## config.mk

```make
export PLATFORM = sky130hd
export DESIGN_NAME = uart_reg_slave
export DESIGN_NICKNAME = d
export VERILOG_FILES = /design/src/rtl/uart_reg_slave.sv
export SDC_FILE = /design/constraint.sdc
export NUM_CORES = 1
export LEC_CHECK = 0
export ABC_AREA = 1
export CORE_MARGIN = 2
export CORE_UTILIZATION = 40
export DETAILED_ROUTE_END_ITERATION = 8
export GPL_TIMING_DRIVEN = 0
export PLACE_DENSITY_LB_ADDON = 0.1
export SLEW_MARGIN = 10
export SYNTH_ARGS = -nofsm -noshare
export SYNTH_HDL_FRONTEND = slang
export SYNTH_SLANG_ARGS = --single-unit
export TNS_END_PERCENT = 10
```

## constraint.sdc

```tcl
create_clock -name clk -period 1.95 [get_ports clk]
set_input_delay 0.2925 -clock clk [delete_from_list [all_inputs] [get_ports clk]]
set_output_delay 0.2925 -clock clk [all_outputs]
set_load 0.01 [all_outputs]
```

## src/rtl/uart_reg_slave.sv

```systemverilog
// uart_reg_slave: register bank behind the UART transaction master.
// Accepts held OCP-style commands, posts writes and returns single-cycle read responses.
// Ports:
//   clk, reset_n                   clock, synchronous active-low reset
//   uart_MCmd/MAddr/MData          command (001 WR, 010 RD), byte address, write data
//   uart_SCmdAccept                one-cycle accept pulse
//   uart_SResp/SData               read response (01 DVA, 11 ERR) and data
//   gpio_in                        status inputs, readable at 0x12/0x13
//   reg_out                        RW registers, reg[n] on bits [8n+7:8n]
//   wr_strobe                      one-hot pulse the cycle after RW reg n is written
module uart_reg_slave #(
    parameter int unsigned ACCEPT_WAIT = 0,
    parameter int unsigned RD_LATENCY  = 0,
    parameter logic [7:0]  ID_VALUE    = 8'hA5
) (
    input  logic        clk,
    input  logic        reset_n,
    input  logic [2:0]  uart_MCmd,
    input  logic [7:0]  uart_MAddr,
    input  logic [7:0]  uart_MData,
    output logic        uart_SCmdAccept,
    output logic [7:0]  uart_SData,
    output logic [1:0]  uart_SResp,
    input  logic [15:0] gpio_in,
    output logic [63:0] reg_out,
    output logic [7:0]  wr_strobe
);

    localparam logic [2:0] CMD_WR = 3'b001;
    localparam logic [2:0] CMD_RD = 3'b010;

    localparam logic [3:0] AW_LAST = 4'(ACCEPT_WAIT - 1);
    localparam logic [3:0] RL_LAST = 4'(RD_LATENCY - 1);

    typedef enum logic [2:0] {
        S_IDLE,
        S_WAIT,
        S_ACCEPT,
        S_RD_WAIT,
        S_RESP
    } state_t;

    state_t           state_q, state_d;
    logic             is_rd_q, is_rd_d;
    logic [7:0]       addr_q, addr_d;
    logic [7:0]       data_q, data_d;
    logic [3:0]       cnt_q, cnt_d;
    logic [7:0][7:0]  regs_q, regs_d;
    logic [1:0]       status_q, status_d;
    logic [7:0]       cmdcnt_q, cmdcnt_d;
    logic [7:0]       rdata_q, rdata_d;
    logic             rerr_q, rerr_d;
    logic [7:0]       wr_strobe_q, wr_strobe_d;

    // Address decode of the latched command address
    logic       a_rw;
    logic       a_id;
    logic       a_st;
    logic       a_g0;
    logic       a_g1;
    logic       a_cc;
    logic       rd_hit;
    logic       wr_ok;
    logic [7:0] rd_mux;
    logic [1:0] st_clr;
    logic [1:0] err_set;

    always_comb begin
        a_rw   = (addr_q[7:3] == 5'd0);
        a_id   = (addr_q == 8'h10);
        a_st   = (addr_q == 8'h11);
        a_g0   = (addr_q == 8'h12);
        a_g1   = (addr_q == 8'h13);
        a_cc   = (addr_q == 8'h14);
        rd_hit = a_rw | a_id | a_st | a_g0 | a_g1 | a_cc;
        wr_ok  = a_rw | a_st | a_cc;
    end

    // Read data as it will be snapshotted at the accept edge; CMDCNT
    // already includes the reading command itself.
    always_comb begin
        rd_mux = 8'h00;
        if (a_rw) rd_mux = regs_q[addr_q[2:0]];
        if (a_id) rd_mux = ID_VALUE;
        if (a_st) rd_mux = {6'd0, status_q};
        if (a_g0) rd_mux = gpio_in[7:0];
        if (a_g1) rd_mux = gpio_in[15:8];
        if (a_cc) rd_mux = cmdcnt_q + 8'd1;
    end

    always_comb begin
        state_d     = state_q;
        is_rd_d     = is_rd_q;
        addr_d      = addr_q;
        data_d      = data_q;
        cnt_d       = cnt_q;
        regs_d      = regs_q;
        cmdcnt_d    = cmdcnt_q;
        rdata_d     = rdata_q;
        rerr_d      = rerr_q;
        wr_strobe_d = 8'h00;
        st_clr      = 2'b00;
        err_set     = 2'b00;

        case (state_q)
            S_IDLE: begin
                if (uart_MCmd == CMD_WR || uart_MCmd == CMD_RD) begin
                    is_rd_d = (uart_MCmd == CMD_RD);
                    addr_d  = uart_MAddr;
                    data_d  = uart_MData;
                    cnt_d   = 4'd0;
                    state_d = (ACCEPT_WAIT > 0) ? S_WAIT : S_ACCEPT;
                end
            end
            S_WAIT: begin
                if (cnt_q == AW_LAST) begin
                    state_d = S_ACCEPT;
                end else begin
                    cnt_d = cnt_q + 4'd1;
                end
            end
            S_ACCEPT: begin
                cmdcnt_d = cmdcnt_q + 8'd1;
                cnt_d    = 4'd0;
                if (is_rd_q) begin
                    rdata_d    = rd_mux;
                    rerr_d     = !rd_hit;
                    err_set[1] = !rd_hit;
                    state_d    = (RD_LATENCY > 0) ? S_RD_WAIT : S_RESP;
                end else begin
                    if (wr_ok) begin
                        if (a_rw) begin
                            regs_d[addr_q[2:0]] = data_q;
                            wr_strobe_d = 8'h01 << addr_q[2:0];
                        end
                        if (a_st) st_clr = data_q[1:0];
                        // Clearing beats this command's own increment
                        if (a_cc) cmdcnt_d = 8'h00;
                    end else begin
                        err_set[0] = 1'b1;
                    end
                    state_d = S_IDLE;
                end
            end
            S_RD_WAIT: begin
                if (cnt_q == RL_LAST) begin
                    state_d = S_RESP;
                end else begin
                    cnt_d = cnt_q + 4'd1;
                end
            end
            S_RESP: begin
                state_d = S_IDLE;
            end
            default: begin
                state_d = S_IDLE;
            end
        endcase

        // Sticky flags: a new error on a bit wins over its W1C
        status_d = (status_q & ~st_clr) | err_set;
    end

    always_ff @(posedge clk) begin
        if (!reset_n) begin
            state_q     <= S_IDLE;
            is_rd_q     <= 1'b0;
            addr_q      <= 8'h00;
            data_q      <= 8'h00;
            cnt_q       <= 4'd0;
            regs_q      <= '0;
            status_q    <= 2'b00;
            cmdcnt_q    <= 8'h00;
            rdata_q     <= 8'h00;
            rerr_q      <= 1'b0;
            wr_strobe_q <= 8'h00;
        end else begin
            state_q     <= state_d;
            is_rd_q     <= is_rd_d;
            addr_q      <= addr_d;
            data_q      <= data_d;
            cnt_q       <= cnt_d;
            regs_q      <= regs_d;
            status_q    <= status_d;
            cmdcnt_q    <= cmdcnt_d;
            rdata_q     <= rdata_d;
            rerr_q      <= rerr_d;
            wr_strobe_q <= wr_strobe_d;
        end
    end

    always_comb begin
        uart_SCmdAccept = (state_q == S_ACCEPT);
        uart_SResp      = 2'b00;
        uart_SData      = 8'h00;
        if (state_q == S_RESP) begin
            uart_SResp = rerr_q ? 2'b11 : 2'b01;
            uart_SData = rerr_q ? 8'h00 : rdata_q;
        end
    end

    assign reg_out   = regs_q;
    assign wr_strobe = wr_strobe_q;

endmodule

```

==> results of run 1 <==
## cell type report
cell class | count | area share [%]
buffer | 38 | 2.80
sequential | 110 | 32.2
timing repair inverter | 1 | 0.0731
multi-input combinational | 504 | 36.0
tap | 172 | 3.14
clock inverter | 7 | 1.41
timing repair buffer | 121 | 17.7
clock buffer | 9 | 3.29
inverter | 59 | 3.34
## timing repair
action                     in CTS  in global routing
gates resized for setup         9                 14
setup endpoints to repair       9                 38
hold buffers                    0                  0
pin swaps                       0                  1
gates cloned                    1                  0
setup buffers                   0                  2
## worst max path at each step
stage,start,end,slack [ns]
floorplan,state_q[1]$_SDFFE_PN0P_,reg_out[46]$_SDFFE_PN0P_,0.43
global placement,reset_n,rdata_q[7]$_SDFFE_PN0P_,-0.39
detailed placement,reset_n,reg_out[31]$_SDFFE_PN0P_,-0.35
CTS,state_q[2]$_SDFFE_PN0P_,uart_SData[7],0.001
global route,state_q[1]$_SDFFE_PN0P_,reg_out[43]$_SDFFE_PN0P_,0.004
finish,state_q[1]$_SDFFE_PN0P_,reg_out[63]$_SDFFE_PN0P_,0.12
## where the power goes
| group | internal (mW) | leakage [nW] | switching (mW) |
|---|---|---|---|
| Sequential | 2.29 | 0.890 | 0.0258 |
| Clock | 1.13 | 0.160 | 0.883 |
| Combinational | 0.204 | 1.52 | 0.426 |
| Total | 3.62 | 2.57 | 1.34 |
## metrics by stage
step / setup TNS (ns) / std cells / area (µm²) / hold WS [ns] / power, mW
6_report: 0 / 1021 / 6850 / 0.471 / 4.96
5_1_grt: 0 / 1021 / 6850 / 0.487 / 5.13
4_1_cts: 0 / 1019 / 6810 / 0.470 / 4.95
3_5_place_dp: -8.93 / 1002 / 6480 / 0.459 / 2.97
3_3_place_gp: -9.46 / 1002 / 6480 / 0.457 / 2.96
2_1_floorplan: 0 / 711 / 5070 / 0.431 / 2.72
## cells by family after synthesis
group	count (synthesis)
AO/OA/AOI/OAI	167
XOR/XNOR	5
adder cells (fa/ha/maj)	1
buffers and inverters	97
flip-flops	110
AND/OR/NAND/NOR	331
## worst min-delay path: stages (launching register included)
cell	delay (ns)
dfxtp_1	0.33
inv_1	0.05
a21oi_1	0.05
## synth_stat cells, types with 2 or more instances
library cell	instances
o21ai_0	52
dfxtp_1	110
nand3_1	52
clkbuf_1	21
o31ai_1	2
a21oi_1	97
buf_4	3
nor2_8	2
clkinv_1	3
nand2_4	2
nand3_2	2
nand4_1	9
nand2_2	5
buf_2	11
nor2_4	10
o2111ai_1	3
a22oi_1	3
inv_2	8
nor2_1	60
or2_2	6
nor3_1	2
nor4_1	3
o21ai_1	4
o22ai_1	2
nand2_1	174
inv_1	47
xor2_1	4
## sequential cells by signal, indices dropped and copies added, names as in the netlist
signal and flops:
reg_out 64, addr_q 8, cmdcnt_q 8, data_q 8, rdata_q 8, wr_strobe 8
state_q 2, status_q 2, is_rd_q 1, rerr_q 1
## routing by layer
metal / wire, µm / vias up / track usage, %
li1: - / 2597 / -
met1: 7600 / 2452 / 35.3
met2: 7440 / 234 / 38.6
met3: 1380 / 27 / 4.62
met4: 344 / 0 / 8.55
met5: 0 / - / 0
==> results.toml, run 1 <==
[outcome]
status = "completed"

[sta]
layout_min_cycle_time_ns = 1.83
worstMarginPinSlew_ns = 0.749
rsz0062_at_grt = "no"
relSlewSlack_pct = 50.1
finalMaxSlewViolations = 0
setup_violations = 0
clock_skew_ns = 0.00648
max_freq_mhz = 545
period_share_pct = 94.1
worst_slack_ns = 0.116
finalHoldViolCount = 0

[detailed_routing]
post_drt_wl_per_cell_um = 16.4
num_vias = 5310
ant_nets = 0
wirelength_um = 16800
first_pass_iters = 5
drt_iter0_markers = 379
avgViaCountPerCell = 5.20
drc = 0

[logic_synthesis]
synth_compound_area_share_pct = 17.2
synth_mux_area_share_pct = 0
seq_area_frac_synth_pct = 43.4
synth_top_family_by_area = "simple AND/OR/NAND/NOR gates"
synth_edf_count = 0
synth_top_area_share_pct = 43.4
synth_cell_types = 41
synth_area_um2 = 5070
ys_warn_count = 0
synth-seq-cells = 110
synth_nets = 749
synth-xor-area-share_pct = 0.863
synth_top_area_cell = "dfxtp_1"
synth_simple_gate_area_share_pct = 30.1
synthCells = 711
syn_avg_cell_area_um2 = 7.13
synth_area_leaders = "dfxtp_1 43%, nand2_1 13%, a21oi_1 9.6%, nand3_1 5.1%, o21ai_0 5.1%"
async_reset_ff_share_pct = 0
synth_adder_area_share_pct = 0.247
synth_ff_type = "dfxtp_1"

[power_and_ir_drop]
p_leak_nw = 2.57
powerDensity_nw_per_um2 = 724
vdd_drop_max_mv = 0.477

[worst_setup_path]
cp-end-kind = "flop"
worstReg2RegStart = "state_q[1]$_SDFFE_PN0P_"
path_depth = 10
worst-path-buf-inv = 4
worstSetupPathType = "flop to flop"
reg2reg_depth = 10
r2r_setup_slack_ns = 0.12
cp_data_arrival_time_ns = 2.08
worstPathMaxFanout = 10
r2r-end = "reg_out[63]$_SDFFE_PN0P_"
worst_path_largest_cell_delay_ns = 0.41
crit_required_ns = 2.20
crit_chain = "inv_2 -> nor2_4 -> inv_4 -> nor2_4 -> inv_2 -> nor2_8 -> nand3_4 -> buf_2 -> o21ai_0 -> a21oi_1"
cpMaxStageDelayCell = "dfxtp_1"
start_kind = "flop"
crit_family = "simple AND/OR/NAND/NOR gates"

[global_routing]
grt_pass1_wl_um = 25900
antenna_found_initial = 0
grt_usage_pct = 25.0
first_global_vias = 4893
grt_max_degree = 19
grt_overflow_total = 0

[clock_network]
cts_tree = "yes"
path_clk_slew_ns = 0.07
clkSinkCount = 110
clockBufferDepth = 2
ctsRootBufferMaster = "clkbuf_16"
clk_latency_ns = 0.36
cts_made_buffers = 9
ctsHtreeMaxLevel = 3

[hold_path]
min-delay-start = "reg_out[58]$_SDFFE_PN0P_"
hold_class = "flop to flop"
hold_end = "reg_out[58]$_SDFFE_PN0P_"
hold_depth = 2

[die]
dieArea_um2 = 13600
num_rows = 41
io_pins = 120
start_util_pct = 40.5
core_area_um2 = 12500
die_w_um = 117
die_y_um = 117

[place]
hpwl_um = 12600
place_ws_ns = -0.351
gp_congestion = 0.871
port_buffers = 119

[cells_and_area]
layout.area.seq_um2 = 2200
multi_input_area_um2 = 2470
area_growth_pct = 35.0
fin_nets = 882
fillers = 1281
final_cell_mix = "174 x nand2_1, 110 x clkdlybuf4s50_1, 109 x dfxtp_1"
fin_util_pct = 54.7
num_antenna_cells = 0
drive_gt1_share_pct = 9.78
layout.cells.most_common = "nand2_1"

[run]
cap_viol_max_count = 0
Note: power is estimated with default switching activity, not from simulation.
==> run 2: changes to the inputs <==
--- a/config.mk
+++ b/config.mk
@@ -8,6 +8,7 @@
 export ABC_AREA = 1
 export CORE_MARGIN = 2
 export CORE_UTILIZATION = 40
+export CTS_CLUSTER_SIZE = 12
 export DETAILED_ROUTE_END_ITERATION = 8
 export GPL_TIMING_DRIVEN = 0
 export PLACE_DENSITY_LB_ADDON = 0.1
==> results of run 2 <==
No change in the layout: final DEF, timing and power equal those of run 1.
